`src/rtl/bayer_pattern_gen.sv`:
```
// ---------------------------------------------------------------------------
// bayer_pattern_gen
//   Synthetic camera source producing a raw Bayer stream (even rows G,R,...;
//   odd rows B,G,...) with horizontal and vertical blanking. It stands in for
//   the CCD capture block so downstream results are deterministic.
//
// Ports
//   iCLK         clock
//   iRST         asynchronous active-low reset
//   iSTART       one-cycle pulse, starts a frame when idle
//   iCONT        1 = run frames back-to-back
//   iEN          clock enable; 0 freezes the generator
//   iMODE[1:0]   pattern: 0 flat, 1 ramp, 2 colour bars, 3 checker
//   iLEVEL[11:0] flat-mode sample value
//   oDATA[11:0]  Bayer sample
//   oX_Cont      column of the current sample
//   oY_Cont      row of the current sample
//   oDVAL        sample valid
//   oBUSY        generator not idle
//   oFrame_Cont  completed-frame count (wraps)
// ---------------------------------------------------------------------------
module bayer_pattern_gen #(
    parameter int H_ACTIVE = 1280,
    parameter int V_ACTIVE = 960,
    parameter int H_BLANK  = 16,
    parameter int V_BLANK  = 8,
    parameter int BAR_W    = 160
) (
    input  logic        iCLK,
    input  logic        iRST,
    input  logic        iSTART,
    input  logic        iCONT,
    input  logic        iEN,
    input  logic [1:0]  iMODE,
    input  logic [11:0] iLEVEL,
    output logic [11:0] oDATA,
    output logic [10:0] oX_Cont,
    output logic [10:0] oY_Cont,
    output logic        oDVAL,
    output logic        oBUSY,
    output logic [15:0] oFrame_Cont
);

    typedef enum logic [1:0] {S_IDLE, S_ACTIVE, S_HBLANK, S_VBLANK} state_t;

    localparam int VB_CYC = V_BLANK * (H_ACTIVE + H_BLANK);
    localparam int HBW    = $clog2(H_BLANK + 1);
    localparam int VBW    = $clog2(VB_CYC + 1);
    localparam int BCW    = $clog2(BAR_W + 1);

    state_t          state_q;
    logic [10:0]     x_q, y_q;
    logic [HBW-1:0]  hcnt_q;
    logic [VBW-1:0]  vcnt_q;
    logic [BCW-1:0]  bar_cnt_q;
    logic [2:0]      bar_idx_q;
    logic [1:0]      mode_q;
    logic [11:0]     level_q;
    logic [11:0]     data_q;
    logic [10:0]     ox_q, oy_q;
    logic            dval_q, busy_q;
    logic [15:0]     frame_q;

    // Pattern value for the pixel at (x_q, y_q)
    logic        ch_r, ch_g, ch_b, bar_on;
    logic [11:0] sample_d;

    always_comb begin
        ch_r     = ~y_q[0] &  x_q[0];
        ch_b     =  y_q[0] & ~x_q[0];
        ch_g     = ~(y_q[0] ^ x_q[0]);
        // Bar index bits gate R, G, B respectively: bar 0 white, bar 7 black
        bar_on   = (ch_r & ~bar_idx_q[2]) | (ch_g & ~bar_idx_q[1]) | (ch_b & ~bar_idx_q[0]);
        sample_d = 12'h000;
        case (mode_q)
            2'd0:    sample_d = level_q;
            2'd1:    sample_d = {x_q, 1'b0};
            2'd2:    sample_d = bar_on ? 12'hFFF : 12'h000;
            default: sample_d = (x_q[4] ^ y_q[4]) ? 12'hFFF : 12'h000;
        endcase
    end

    always_ff @(posedge iCLK or negedge iRST) begin
        if (!iRST) begin
            state_q   <= S_IDLE;
            x_q       <= '0;
            y_q       <= '0;
            hcnt_q    <= '0;
            vcnt_q    <= '0;
            bar_cnt_q <= '0;
            bar_idx_q <= '0;
            mode_q    <= '0;
            level_q   <= '0;
            data_q    <= '0;
            ox_q      <= '0;
            oy_q      <= '0;
            dval_q    <= 1'b0;
            busy_q    <= 1'b0;
            frame_q   <= '0;
        end else if (!iEN) begin
            // Stall: everything holds, only the valid strobe drops
            dval_q <= 1'b0;
        end else begin
            case (state_q)
                S_IDLE: begin
                    dval_q <= 1'b0;
                    data_q <= 12'h000;
                    if (iSTART) begin
                        mode_q    <= iMODE;
                        level_q   <= iLEVEL;
                        x_q       <= '0;
                        y_q       <= '0;
                        bar_cnt_q <= '0;
                        bar_idx_q <= '0;
                        busy_q    <= 1'b1;
                        state_q   <= S_ACTIVE;
                    end
                end

                S_ACTIVE: begin
                    data_q <= sample_d;
                    ox_q   <= x_q;
                    oy_q   <= y_q;
                    dval_q <= 1'b1;
                    // Bar tracking by sub-counter; index saturates at 7
                    if (bar_cnt_q == BCW'(BAR_W - 1)) begin
                        bar_cnt_q <= '0;
                        if (bar_idx_q != 3'd7)
                            bar_idx_q <= bar_idx_q + 3'd1;
                    end else begin
                        bar_cnt_q <= bar_cnt_q + BCW'(1);
                    end
                    if (x_q == 11'(H_ACTIVE - 1)) begin
                        x_q       <= '0;
                        bar_cnt_q <= '0;
                        bar_idx_q <= '0;
                        hcnt_q    <= '0;
                        state_q   <= S_HBLANK;
                    end else begin
                        x_q <= x_q + 11'd1;
                    end
                end

                S_HBLANK: begin
                    dval_q <= 1'b0;
                    data_q <= 12'h000;
                    if (hcnt_q == HBW'(H_BLANK - 1)) begin
                        hcnt_q <= '0;
                        if (y_q == 11'(V_ACTIVE - 1)) begin
                            vcnt_q  <= '0;
                            state_q <= S_VBLANK;
                        end else begin
                            y_q     <= y_q + 11'd1;
                            state_q <= S_ACTIVE;
                        end
                    end else begin
                        hcnt_q <= hcnt_q + HBW'(1);
                    end
                end

                default: begin // S_VBLANK
                    dval_q <= 1'b0;
                    data_q <= 12'h000;
                    if (vcnt_q == VBW'(VB_CYC - 1)) begin
                        vcnt_q  <= '0;
                        frame_q <= frame_q + 16'd1;
                        x_q     <= '0;
                        y_q     <= '0;
                        if (iCONT) begin
                            // Back-to-back frame: re-latch pattern settings
                            mode_q  <= iMODE;
                            level_q <= iLEVEL;
                            state_q <= S_ACTIVE;
                        end else begin
                            busy_q  <= 1'b0;
                            state_q <= S_IDLE;
                        end
                    end else begin
                        vcnt_q <= vcnt_q + VBW'(1);
                    end
                end
            endcase
        end
    end

    assign oDATA       = data_q;
    assign oX_Cont     = ox_q;
    assign oY_Cont     = oy_q;
    assign oDVAL       = dval_q;
    assign oBUSY       = busy_q;
    assign oFrame_Cont = frame_q;

endmodule
```
`config.mk`:
```
export PLATFORM = sky130hd
export DESIGN_NAME = bayer_pattern_gen
export DESIGN_NICKNAME = d
export VERILOG_FILES = /design/src/rtl/bayer_pattern_gen.sv
export SDC_FILE = /design/constraint.sdc
export NUM_CORES = 1
export LEC_CHECK = 0
export CAP_MARGIN = 15
export CORE_UTILIZATION = 35
export CTS_CLUSTER_SIZE = 12
export DETAILED_ROUTE_END_ITERATION = 6
export PLACE_DENSITY = 0.57
export SLEW_MARGIN = 10
export SYNTH_ARGS = -nofsm -noshare
export SYNTH_HDL_FRONTEND = slang
export SYNTH_SLANG_ARGS = --single-unit
```
`constraint.sdc`:
```
create_clock -name iCLK -period 5.45 [get_ports iCLK]
set_input_delay 1.3625 -clock iCLK [delete_from_list [all_inputs] [get_ports iCLK]]
set_output_delay 1.3625 -clock iCLK [all_outputs]
set_load 0.1 [all_outputs]
```
==> run_results.csv <==
group,metric,value,unit
placed_design,place_inst,860,
setup_path,critPathSlowestCell,"clkdlybuf4s50_1",
sta,drv_slew,0,
final_layout,drive_above_1_share,12.2,%
clocking,cts_made_buffers,17,
synth,synth_nets,624,
global_route,grt_util_all_layers,17.1,%
sta,hold_ws,0.468,ns
worst_hold_path,hp-class,"flip-flop to flip-flop",
route,drtPass1Iterations,7,
clocking,clock-sinks,120,
synth,yosys_most_used_dff,"dfrtp_1",
setup_path,crit_buf_inv,1,
route,vias_per_cell,5.22,
route,antenna_left,0,
setup_path,cp-start-kind,"flip-flop",
setup_path,required,4.09,ns
synth,avgSynthCellArea,10.1,µm²
setup_path,timing_worst_setup_path_type,"flip-flop to output port",
power_and_ir_drop,power,3.00,mW
setup_path,arrival,2.09,ns
run_status,status,"completed",
clocking,cts_resized,0,
synth,yosysTopAreaCell,"dfrtp_1",
floorplan,placementRows,47,
setup_path,startpoint,"oFrame_Cont[2]",
floorplan,die_h,132,µm
sta,clock.fmax,0.290,GHz
synth,yosysTopAreaCellShare,50.6,%
sta,setup_violations,0,
setup_path,crit_chain,"clkdlybuf4s50_1",
route,drc,0,
global_route,grt-ovfl-total,0,
sta,fin_crit,3.45,ns
setup_path,end_kind,"output port",
route,drtIter0Drc,244,
final_layout,nNetsFinal,693,
synth,synth_cells,590,
placed_design,dp_hpwl,9800,µm
worst_hold_path,min_from,"oFrame_Cont[15]",
setup_path,critPathMaxFanout,7,
floorplan,design.core.area,16600,µm²
clocking,clk_pin_slew,0.05,ns
sta,fin_skew,0.00936,ns
floorplan,floorplan.initialDensity,35.8,%
clocking,cts_tree,"built",
clocking,cts_root_buffer,"clkbuf_16",
final_layout,antenna_cells,0,
setup_path,crit_family,"buffers and inverters",
floorplan,die_x,132,µm
clocking,clk_path_buf_depth,2,
route,wl,14000,µm
clocking,htreeDepth,4,
clocking,hold_buffers,0,
clocking,cts_setup_buffers,0,
synth,async_reset_ff_share,100,%
sta,tightest_slew,0.979,ns
final_layout,area_delta_synth_final,26.5,%
floorplan,dieArea,17500,µm²
route,vias,4654,
power_and_ir_drop,ir_drop,242,µV
synth,synth_edf_count,0,
synth,synth_seq_cells,120,
global_route,antenna_found_initial,0,
global_route,grt_max_degree,45,
synth,synth_area,5940,µm²
setup_path,max_stage_delay,1.19,ns
global_route,grt_pass1_vias,4610,
sta,finalSetupTns,0,ns
synth,synth.top_cells.by_area,"dfrtp_1 (51%), mux2_2 (5.1%), nand2_1 (4.0%), o21ai_0 (3.2%), ha_1 (3.2%)",
clocking,clock_latency,0.42,ns
power_and_ir_drop,leakage,3.32,nW
placed_design,gp_congestion,0.823,
placed_design,portBuffers,70,
global_route,grt_pass1_wl,23800,µm
final_layout,finalNonFillerCells,891,
run,drv_cap,0,
floorplan,ios,71,
sta,hold_viol,0,
synth,synth_warnings,0,
sta,rsz0062_at_grt,"false",
sta,finalCritPeriodShare,63.3,%
synth,synth.distinct_cells,52,
setup_path,timing.rr.start,"state_q[0]",
sta,maxSlewHeadroom,34.5,%
power_and_ir_drop,powerDensity,399,nW/µm²
synth,yosysSeqAreaShare,50.6,%
route,wl_per_cell,15.7,µm
-- cell families (layout without fill, tap and decap cells) --
kind of cell	count (synthesis)	after routing	synth area share, %
XOR/XNOR	18	18	2.78
AO/OA/AOI/OAI	123	123	13.2
adder cells (fa/ha/maj)	15	15	3.16
flip-flops	120	120	50.6
AND/OR/NAND/NOR	221	221	18.9
buffers and inverters	56	137	3.81
multiplexers	37	37	7.56
-- cell type report --
cell class / count / area, µm²
clock inverter: 7 / 163
sequential: 120 / 3000
inverter: 29 / 109
timing repair buffer: 77 / 751
clock buffer: 24 / 502
fill: 1562 / 9070
multi-input combinational: 414 / 2710
tap: 220 / 275
-- placed cells by master, fill, tap and decap left out, types with 13 or more instances in the layout --
cell,Yosys,layout
nand3_1,27,27
o21ai_0,38,38
inv_1,29,29
nand2_1,64,64
dfrtp_1,120,120
clkdlybuf4s50_1,0,69
nor3_1,15,15
ha_1,15,15
clkbuf_16,0,17
o22ai_1,13,13
mux2_2,27,27
nor2_1,46,46
-- metrics by stage --
stage          worst slack (ns)  cell area (µm²)  util [%]
2_1_floorplan              2.78             5940         -
3_3_place_gp               1.88             6850      41.3
3_5_place_dp               1.82             6850      41.3
4_1_cts                    1.97             7510      45.3
5_1_grt                    1.95             7510      45.3
6_report                   2.00             7510      45.3
-- Yosys cell counts, types with 12 or more instances --
cell / instances
o22ai_1: 13
and2_1: 12
nor3_1: 15
mux2_2: 27
nor2_1: 46
o21ai_0: 38
ha_1: 15
nand2_1: 64
nand3_1: 27
clkbuf_1: 23
and3_1: 12
inv_1: 29
dfrtp_1: 120
-- worst paths after layout --
path                       slack [ns]         endpoint  depth (start not counted)
min reg2reg                      0.47  oFrame_Cont[15]                          1
max in group asynchronous        3.59          y_q[10]                          2
max reg2reg                      2.58          y_q[10]                          8
max                              2.00   oFrame_Cont[2]                          1
min in group asynchronous        0.90  oFrame_Cont[10]                          1
min                              0.47  oFrame_Cont[15]                          1
-- where the power goes --
| part | internal (mW) | total (mW) | switching (mW) | leakage, nW |
|---|---|---|---|---|
| logic | 0.197 | 0.680 | 0.482 | 1.42 |
| clock network | 0.868 | 1.26 | 0.390 | 0.323 |
| registers | 0.975 | 1.06 | 0.0857 | 1.58 |
-- layer usage --
metal  wire (µm)  GRT usage (%)
met1        6570           23.0
met2        6530           26.6
met3         568           3.92
met4         307           7.41
met5           0              0
-- sequential cells by signal (all words and copies together) (netlist names) --
name and count:
state_q 2, oFrame_Cont 16, hcnt_q 5, oX_Cont 11, level_q 12, x_q 11
oBUSY 1, bar_cnt_q 8, oDVAL 1, y_q 11, bar_idx_q 3, vcnt_q 14
oDATA 12, mode_q 2, oY_Cont 11
Power figures use the tool's default switching activity.
